<file path="config.mk">
export PLATFORM = sky130hd
export DESIGN_NAME = sync_fifo_gen
export DESIGN_NICKNAME = d
export VERILOG_FILES = /design/src/rtl/fifo_pkg.sv /design/src/rtl/fifo_regfile.sv /design/src/rtl/sync_fifo_gen.sv
export SDC_FILE = /design/constraint.sdc
export NUM_CORES = 1
export LEC_CHECK = 0
export CORE_ASPECT_RATIO = 0.6
export CORE_MARGIN = 2
export CORE_UTILIZATION = 59
export CTS_CLUSTER_DIAMETER = 30
export DETAILED_ROUTE_END_ITERATION = 6
export GPL_TIMING_DRIVEN = 0
export PLACE_DENSITY_LB_ADDON = 0.15
export SLEW_MARGIN = 20
export SYNTH_ARGS = -nofsm -noshare
export SYNTH_HDL_FRONTEND = slang
export SYNTH_SLANG_ARGS = --single-unit
</file>
<file path="constraint.sdc">
create_clock -name i_clk -period 3 [get_ports i_clk]
set_input_delay 0.9 -clock i_clk [delete_from_list [all_inputs] [get_ports i_clk]]
set_output_delay 0.9 -clock i_clk [all_outputs]
set_load 0.02 [all_outputs]
</file>
<file path="src/rtl/fifo_pkg.sv">
// rtl/fifo_pkg.sv - shared widths and mode encoding for sync_fifo_gen
package fifo_pkg;

   typedef enum logic {
      FIFO_STD  = 1'b0,
      FIFO_FWFT = 1'b1
   } fifo_mode_e;

   // Bits needed to hold an occupancy of 0..depth inclusive
   function automatic int lvl_w(input int depth);
      return $clog2(depth + 1);
   endfunction

   // Bits needed to address depth entries, never narrower than one bit
   function automatic int ptr_w(input int depth);
      int w;
      w = $clog2(depth);
      return (w < 1) ? 1 : w;
   endfunction

endpackage

</file>
<file path="src/rtl/fifo_regfile.sv">
// rtl/fifo_regfile.sv - storage array with one synchronous write and one asynchronous read port
module fifo_regfile
   import fifo_pkg::*;
#(
   parameter int G_WIDTH = 8,
   parameter int G_DEPTH = 16
) (
   input  logic                        clk,
   input  logic                        we,
   input  logic [ptr_w(G_DEPTH)-1:0]   waddr,
   input  logic [G_WIDTH-1:0]          wdata,
   input  logic [ptr_w(G_DEPTH)-1:0]   raddr,
   output logic [G_WIDTH-1:0]          rdata
);

   logic [G_WIDTH-1:0] mem [G_DEPTH];

   // Contents are deliberately not reset; occupancy tracking decides what is valid
   always_ff @(posedge clk) begin
      if (we) begin
         mem[waddr] <= wdata;
      end
   end

   assign rdata = mem[raddr];

endmodule

</file>
<file path="src/rtl/sync_fifo_gen.sv">
// rtl/sync_fifo_gen.sv - single-clock FIFO with any depth, FWFT option, thresholds and flush
module sync_fifo_gen
   import fifo_pkg::*;
#(
   parameter int G_WIDTH  = 8,
   parameter int G_DEPTH  = 16,
   parameter int G_FWFT   = 0,
   parameter int G_AFULL  = G_DEPTH - 2,
   parameter int G_AEMPTY = 2
) (
   input  logic                        i_clk,
   input  logic                        i_rst_n,
   input  logic                        i_clr,
   input  logic                        i_wr,
   input  logic [G_WIDTH-1:0]          i_data,
   input  logic                        i_rd,
   output logic [G_WIDTH-1:0]          o_data,
   output logic                        o_valid,
   output logic                        o_full,
   output logic                        o_empty,
   output logic                        o_afull,
   output logic                        o_aempty,
   output logic [lvl_w(G_DEPTH)-1:0]   o_level,
   output logic                        o_overflow,
   output logic                        o_underflow,
   output logic                        o_ovf_sticky,
   output logic                        o_udf_sticky
);

   localparam int         LW   = lvl_w(G_DEPTH);
   localparam int         PW   = ptr_w(G_DEPTH);
   localparam fifo_mode_e MODE = (G_FWFT != 0) ? FIFO_FWFT : FIFO_STD;

   localparam logic [LW-1:0] LVL_FULL   = LW'(G_DEPTH);
   localparam logic [LW-1:0] LVL_AFULL  = LW'(G_AFULL);
   localparam logic [LW-1:0] LVL_AEMPTY = LW'(G_AEMPTY);
   localparam logic [PW-1:0] PTR_LAST   = PW'(G_DEPTH - 1);

   // Reject illegal parameter sets at elaboration
   generate
      if (G_WIDTH < 1) begin : g_chk_width
         $error("sync_fifo_gen: G_WIDTH must be at least 1");
      end
      if (G_DEPTH < 2 || G_DEPTH > 1024) begin : g_chk_depth
         $error("sync_fifo_gen: G_DEPTH must be in 2..1024");
      end
      if (G_FWFT != 0 && G_FWFT != 1) begin : g_chk_fwft
         $error("sync_fifo_gen: G_FWFT must be 0 or 1");
      end
      if (G_AFULL < 1 || G_AFULL > G_DEPTH) begin : g_chk_afull
         $error("sync_fifo_gen: G_AFULL must be in 1..G_DEPTH");
      end
      if (G_AEMPTY < 0 || G_AEMPTY > G_DEPTH - 1) begin : g_chk_aempty
         $error("sync_fifo_gen: G_AEMPTY must be in 0..G_DEPTH-1");
      end
   endgenerate

   logic [PW-1:0]      wr_ptr;
   logic [PW-1:0]      rd_ptr;
   logic [PW-1:0]      wr_ptr_nxt;
   logic [PW-1:0]      rd_ptr_nxt;
   logic [LW-1:0]      level;
   logic               empty;
   logic               full;
   logic               rd_ok;
   logic               wr_ok;
   logic               overflow;
   logic               underflow;
   logic               ovf_sticky;
   logic               udf_sticky;
   logic [G_WIDTH-1:0] rd_word;

   // All flags come from the level register only, so no input reaches them combinationally
   assign empty = (level == '0);
   assign full  = (level == LVL_FULL);

   // A flush cycle swallows both requests; a pop frees the slot a write at full needs
   assign rd_ok     = !i_clr && i_rd && !empty;
   assign wr_ok     = !i_clr && i_wr && (!full || rd_ok);
   assign overflow  = !i_clr && i_wr && !wr_ok;
   assign underflow = !i_clr && i_rd && !rd_ok;

   // Explicit wrap keeps non-power-of-two depths correct
   assign wr_ptr_nxt = (wr_ptr == PTR_LAST) ? '0 : wr_ptr + 1'b1;
   assign rd_ptr_nxt = (rd_ptr == PTR_LAST) ? '0 : rd_ptr + 1'b1;

   // Pointer and occupancy bookkeeping
   always_ff @(posedge i_clk or negedge i_rst_n) begin
      if (!i_rst_n) begin
         wr_ptr <= '0;
         rd_ptr <= '0;
         level  <= '0;
      end else if (i_clr) begin
         wr_ptr <= '0;
         rd_ptr <= '0;
         level  <= '0;
      end else begin
         if (wr_ok) begin
            wr_ptr <= wr_ptr_nxt;
         end
         if (rd_ok) begin
            rd_ptr <= rd_ptr_nxt;
         end
         if (wr_ok && !rd_ok) begin
            level <= level + 1'b1;
         end else if (rd_ok && !wr_ok) begin
            level <= level - 1'b1;
         end
      end
   end

   // Latch rejected operations until reset or flush
   always_ff @(posedge i_clk or negedge i_rst_n) begin
      if (!i_rst_n) begin
         ovf_sticky <= 1'b0;
         udf_sticky <= 1'b0;
      end else if (i_clr) begin
         ovf_sticky <= 1'b0;
         udf_sticky <= 1'b0;
      end else begin
         if (overflow) begin
            ovf_sticky <= 1'b1;
         end
         if (underflow) begin
            udf_sticky <= 1'b1;
         end
      end
   end

   fifo_regfile #(
      .G_WIDTH (G_WIDTH),
      .G_DEPTH (G_DEPTH)
   ) u_regfile (
      .clk   (i_clk),
      .we    (wr_ok),
      .waddr (wr_ptr),
      .wdata (i_data),
      .raddr (rd_ptr),
      .rdata (rd_word)
   );

   generate
      if (MODE == FIFO_FWFT) begin : g_fwft
         // Head word is presented directly; zero when nothing is stored
         assign o_data  = empty ? '0 : rd_word;
         assign o_valid = !empty;
      end else begin : g_std
         logic [G_WIDTH-1:0] data_q;
         logic               valid_q;

         // Registered read: popped word appears with a one-cycle valid strobe
         always_ff @(posedge i_clk or negedge i_rst_n) begin
            if (!i_rst_n) begin
               data_q  <= '0;
               valid_q <= 1'b0;
            end else if (i_clr) begin
               valid_q <= 1'b0;
            end else begin
               valid_q <= rd_ok;
               if (rd_ok) begin
                  data_q <= rd_word;
               end
            end
         end

         assign o_data  = data_q;
         assign o_valid = valid_q;
      end
   endgenerate

   assign o_full       = full;
   assign o_empty      = empty;
   assign o_afull      = (level >= LVL_AFULL);
   assign o_aempty     = (level <= LVL_AEMPTY);
   assign o_level      = level;
   assign o_overflow   = overflow;
   assign o_underflow  = underflow;
   assign o_ovf_sticky = ovf_sticky;
   assign o_udf_sticky = udf_sticky;

endmodule

</file>
==> metrics, run 1 <==
status=finished, final reports clean; Final Max Tran Viols=0; starting density of the core=60.2%; Layout area overhead=18.3%; Max Fclk=0.340 GHz; Slew HR=44.4%; CTS tree=built; Root Buffer=clkbuf_16; Layout Cells excl Fill=559; flops & latches, synth=152; DR iter-0 viols=314; Mapped Area=6310 sq um; largest net degree at the start of global routing=25; Final min period=2940 ps; max_cap viols=0; Ports=35; core area=10,500 sq um; # diodes=0; post-synth top area share=60.9%; DPL Wire Length=roughly 9000 um; CP Class=reg2out; number of synthesized flops with an enable pin=128; Peak VDD IR=between 0.5 and 0.6 mV; Sink Count=152; DR vias/cell=6.31; vias in the first global route=3,376; slew of the pin with the lowest slew margin=834 ps; Synth area leader=edfxtp_1; total power=0.00615 W; Synth Area per Inst=18.3 sq um; Post-Place Cell Area=between 6000 and 7000 sq um; GRT overflow=0; Fin Clk Skew=12.4 ps; antenna violations before repair=0; asr flop ratio synth=15.8%; CTS Buffer Depth=2; Hold WS=484 ps; Worst Setup SP=o_level[2]; number of core rows=29; DR pass1 iterations=4; clk slew on worst S/H paths=around 60 ps; Unique masters post-synth=slightly below 50; Final Util=71.2%; Die Wd=between 100 and 150 um; DR vias=3,530; Placer Congestion=0.772; nets=430; area of the multi-input gates=1790 sq um; input/output buffers=34; TritonCTS buffer count=17; Detail Route Antenna Nets=0; Die Y=between 80 and 90 um; setup violators final=0; Synth area leaders=edfxtp_1 61%, mux4_2 11%, dfrtp_1 9.5%; H-tree levels=4; Total Die Area=11,600 sq um; Setup crit start kind=flip-flop; final instance area=7470 sq um; Sequential cell area=4450 sq um; Synthesized Nets=368; FF-to-FF Start=o_level[2]; Tightest Hold Check Type=in2async; Critical Path End Type=output pin; Syn Inst Count=345; Routed wire per std cell=about 24 um; top_reg_cell synth=edfxtp_1; DP Cell Count=518; sequential element share of the synthesized area=~70%; global-route wire length before repair=around 20,000 um; Max FO, Critical Path=14; Static Leak=~2.6 nW; DR DRC count=0; FF-to-FF setup slack=180 ps; Pwr Density=824 nW/um^2; Crit path arrival time=2040 ps; layout cell share with drive strength beyond 1=24.8%; routed wire length=about 13,000 um; Worst Path Required=2100 ps; yosys synthesis warning count=0; gr usage total=25.2%; final worst-path cycle share=about 100%; Final Hold Vio Count=0; FILL cells=664; worst skew pair latency=420 ps
[worst paths after layout]
| kind | end | cells past startpoint |
|---|---|---|
| min in group i_clk | o_udf_sticky | 1 |
| worst max-delay path | o_overflow | 4 |
| worst min-delay path | wr_ptr[1] | 1 |
| worst min register to register | o_udf_sticky | 1 |
| worst max register to register | o_level[4] | 8 |
| max in group asynchronous | o_level[0] | 1 |
[placed cells by master (no fill, tap or decap), types with 2 or more instances in the layout]
| cell | n |
|---|---|
| a21o_1 | 7 |
| nor2b_4 | 2 |
| dlygate4sd2_1 | 2 |
| edfxtp_1 | 128 |
| ha_1 | 9 |
| clkbuf_1 | 9 |
| o211ai_1 | 4 |
| buf_4 | 13 |
| o21ai_1 | 2 |
| clkdlybuf4s50_1 | 26 |
| nand2_1 | 15 |
| inv_1 | 7 |
| clkinv_4 | 3 |
| xor2_1 | 3 |
| and3_1 | 4 |
| and2_1 | 14 |
| o211ai_2 | 3 |
| dfrtp_1 | 20 |
| mux2i_1 | 16 |
| nand3_1 | 8 |
| mux4_2 | 32 |
| buf_2 | 7 |
| nand2b_1 | 3 |
| or3_1 | 2 |
| dfrtp_2 | 4 |
| o21ai_0 | 3 |
| clkinv_2 | 6 |
| a21oi_1 | 6 |
| nor2_1 | 6 |
| clkbuf_16 | 17 |
| o31ai_1 | 2 |
| o221ai_1 | 8 |
[worst max-delay path, cell delays in order (launching register included)]
cell	delay (ps)
dfrtp_2	430
or4_4	530
buf_6	170
nor4b_4	280
buf_4	190
[metrics by stage]
step / setup WS (ps) / setup TNS [ps]
CTS: -6.52 / -6.52
detailed placement: -830 / -44860
finish: 61.5 / 0
global placement: -778 / -32490
global route: -27.9 / -46.0
floorplan: 143 / 0
[state kept, by name, indices dropped and copies added, names as in the netlist]
name,count
o_ovf_sticky,1
o_udf_sticky,1
o_valid,1
rd_ptr,4
o_level,5
o_data,8
u_regfile.mem,128
wr_ptr,4
[layout make-up]
class | count | area share [%]
Buffer | 16 | 1.07
Clock buffer | 20 | 5.85
Clock inverter | 12 | 1.37
Inverter | 7 | 0.352
Multi-Input combinational cell | 169 | 24.0
Sequential cell | 152 | 59.6
Tap cell | 139 | 2.33
Timing Repair Buffer | 44 | 5.45
[power breakdown]
group	leakage (nW)	switching, W	internal [W]
logic	0.842	0.000886	0.000806
registers	1.46	0.0000900	0.00242
clock network	0.268	0.000816	0.00114
[synth_stat cells (2+ instances only)]
library cell  number
nand2b_1           3
nand2_1           15
xor2_1             3
clkbuf_1           6
o211ai_2           3
a21o_1             7
nand3_1            8
and3_1             4
mux2i_1           16
and2_1            14
dfrtp_1           24
o31ai_1            2
o211ai_1           4
inv_1              7
ha_1               9
buf_1              2
o21ai_1            2
nor2_1             6
o21ai_0            3
o221ai_1           8
mux4_2            32
buf_2              6
a21oi_1            6
edfxtp_1         128
nor2b_1            2
or3_1              2
[layer usage]
| metal | wire length (um) | global-route usage [%] |
|---|---|---|
| met1 | 6350 | 40.4 |
| met3 | 923 | 6.50 |
| met2 | 5910 | 34.6 |
| met4 | 139 | 6.84 |
| met5 | 0 | 0 |
[logic make-up (layout without fill, tap and decap cells)]
| family | Yosys count | in the layout | synth area share [%] |
|---|---|---|---|
| simple gates | 61 | 61 | 5.26 |
| compound gates | 47 | 47 | 6.07 |
| flops | 152 | 152 | 70.4 |
| buf+inv | 24 | 99 | 1.75 |
| xor+xnor | 3 | 3 | 0.417 |
| mux | 48 | 48 | 14.0 |
| fa+ha+maj | 10 | 10 | 2.10 |
[repair_timing]
item                                    CTS  global route
cloned                                    0             0
hold buffers                              0             0
pin swaps                                 0             1
setup buffers                             5             5
resized for setup                        28             6
endpoints found under the setup margin   38             6
Note: power is estimated with default switching activity, not from simulation.
==> run 2: changes to the inputs <==
--- a/config.mk
+++ b/config.mk
@@ -5,9 +5,11 @@
 export SDC_FILE = /design/constraint.sdc
 export NUM_CORES = 1
 export LEC_CHECK = 0
+export CELL_PAD_IN_SITES_DETAIL_PLACEMENT = 0
+export CELL_PAD_IN_SITES_GLOBAL_PLACEMENT = 2
 export CORE_ASPECT_RATIO = 0.6
 export CORE_MARGIN = 2
-export CORE_UTILIZATION = 59
+export CORE_UTILIZATION = 45
 export CTS_CLUSTER_DIAMETER = 30
 export DETAILED_ROUTE_END_ITERATION = 6
 export GPL_TIMING_DRIVEN = 0
==> run 2 against run 1 <==
Net effect: via count decreased by 6.3%; first-iteration DRC count decreased by 15%; sequential share of layout area decreased by 0.65 points; register-to-register slack improved by 90 ps; non-clock buffer count decreased by 1; worst hold slack got worse by 2.5 ps; combinational power about the same; power increased by 0.75%; die area increased by 30%; global-route usage decreased by 5.8 points; largest power group unchanged; final cell count increased by 9.3%; critical path type unchanged; setup slack got worse by 18 ps.
==> metrics, run 2 (same netlist as run 1, synthesis figures left out) <==
status=finished, final reports clean; setup violators final=0 (unchanged); input/output buffers=34 (unchanged); starting density of the core=46.2% (-14 points); area of the multi-input gates=1780 sq um (-0.49%); gr usage total=19.4% (-5.8 points); Peak VDD IR=0.395 mV (-24%); most frequent cells in the layout=128 x edfxtp_1, 32 x mux4_2, 26 x clkdlybuf4s50_1; # diodes=0 (unchanged); Worst Path Required=2100 ps (about the same); clk slew on worst S/H paths=60 ps (about the same); Root Buffer=clkbuf_16; Biggest register=u_regfile.mem; total power=0.00620 W (+0.75%); unrepaired setup endpoints after global routing=yes; Final min period=2960 ps (+18.5 ps); Die Wd=157 um (+14%); worst skew pair latency=420 ps (about the same); slew of the pin with the lowest slew margin=852 ps (+17.9 ps); vias in the first global route=3,207 (-5.0%); Pwr Density=821 nW/um^2 (-0.37%); CP Class=reg2out; Die Y=95.7 um (+14%); DR DRC count=0 (unchanged); max_cap viols=0 (unchanged); Largest register FFs=128 (unchanged); nets=429 (-0.23%); final instance area=7550 sq um (+1.1%); GRT overflow=0 (unchanged); Sink Count=152 (unchanged); CTS Buffer Depth=2 (unchanged); H-tree levels=4 (unchanged); Slew HR=43.2% (-1.2 points); Total Die Area=15,000 sq um (+30%); DPL Wire Length=8970 um (+1.7%); layout cell share with drive strength beyond 1=24.6% (-0.18 points); Crit path arrival time=2060 ps (+20 ps); largest net degree at the start of global routing=25 (unchanged); core area=13,700 sq um (+30%); Post-Place Cell Area=6880 sq um (+0.97%); global-route wire length before repair=20,200 um (+1.4%); DR vias=3,307 (-6.3%); Ports=35 (unchanged); Static Leak=2.57 nW (about the same); Final Max Tran Viols=0 (unchanged); routed wire length=13,500 um (+1.5%); CTS tree=built; Final Hold Vio Count=0 (unchanged); TritonCTS buffer count=17 (unchanged); number of core rows=33 (+14%); Placer Congestion=0.748 (-3.2%); Sequential cell area=4450 sq um (about the same); commonest non-fill, non-tap cell in the layout=edfxtp_1; Critical Path End Type=output pin; DR vias/cell=5.41 (-14%); DR pass1 iterations=4 (unchanged); FILL cells=1,087 (+64%); Max FO, Critical Path=14 (unchanged); Fin Clk Skew=8.00 ps (-4.41 ps); Tightest Hold Check Type=reg2reg; Routed wire per std cell=22.1 um (-7.1%); final worst-path cycle share=98.6% (+0.62 points); DR iter-0 viols=266 (-15%); Setup crit start kind=flip-flop; Detail Route Antenna Nets=0 (unchanged); Max Fclk=0.338 GHz (-0.62%); Layout area overhead=19.7%; antenna violations before repair=0 (unchanged)
## run 2: cell count changes in the layout (fill, tap and decap cells not counted), sizes merged
cell      before  now
bufinv         1    0
clkinvlp       1    3
buf           22   21
clkinv         9    6
clkbuf        27   29
## run 2: layer usage
metal | track usage [%] | share of wire (%)
met5 | 0 | 0
met4 | 6.19 | 0.82
met3 | 4.64 | 4.6
met2 | 26.1 | 42
met1 | 31.0 | 53
## run 2: metrics by stage
step / util [%] / TNS [ps] / worst slack [ps] / std cells / hold slack (ps)
after floorplan: - / 0 / 143 / 345 / 556
after global placement: 50.4 / -44790 / -825 / 571 / 468
after detailed placement: 50.4 / -49350 / -890 / 571 / 472
after CTS: 55.0 / -43.1 / -31.9 / 608 / 486
after global routing: 55.2 / -15.5 / -15.5 / 611 / 508
final: 55.2 / 0 / 43.1 / 611 / 482
## run 2: final cells by class
type,count,share of cell area [%]
clock buffer,22,6.58
multi-input combinational,169,23.6
inverter,7,0.348
buffer,15,1.04
timing repair buffer,44,5.39
clock inverter,10,0.912
tap,192,3.18
sequential,152,58.9
## run 2: worst paths after layout
check                               end  slack, ps         start  depth (start not counted)
setup / recovery             o_overflow         40    o_level[2]                          4
hold reg to reg            o_udf_sticky        480  o_udf_sticky                          1
hold / removal             o_udf_sticky        480  o_udf_sticky                          1
setup reg to reg             o_level[4]        270    o_level[2]                          8
min in group asynchronous       o_valid        500       i_rst_n                          1
max in group asynchronous    o_level[4]       2050       i_rst_n                          1
## run 2: what timing repair did
item,in CTS,in global routing
gates resized for setup,28,5
setup buffers,6,4
setup endpoints to repair,40,12
hold buffers,0,0
pin swaps,0,1
## run 2: worst max-delay path, stage by stage (launching register included)
cell and delay, ps:
dfrtp_2 430, or4_4 540, buf_8 170, nor4b_4 300
buf_4 190
## run 2: power by group
| part | switching, W | total, W | internal, W | leakage (nW) |
|---|---|---|---|---|
| Combinational | 0.000868 | 0.00167 | 0.000806 | 0.839 |
| Clock | 0.000833 | 0.00201 | 0.00118 | 0.273 |
| Sequential | 0.0000941 | 0.00251 | 0.00242 | 1.46 |
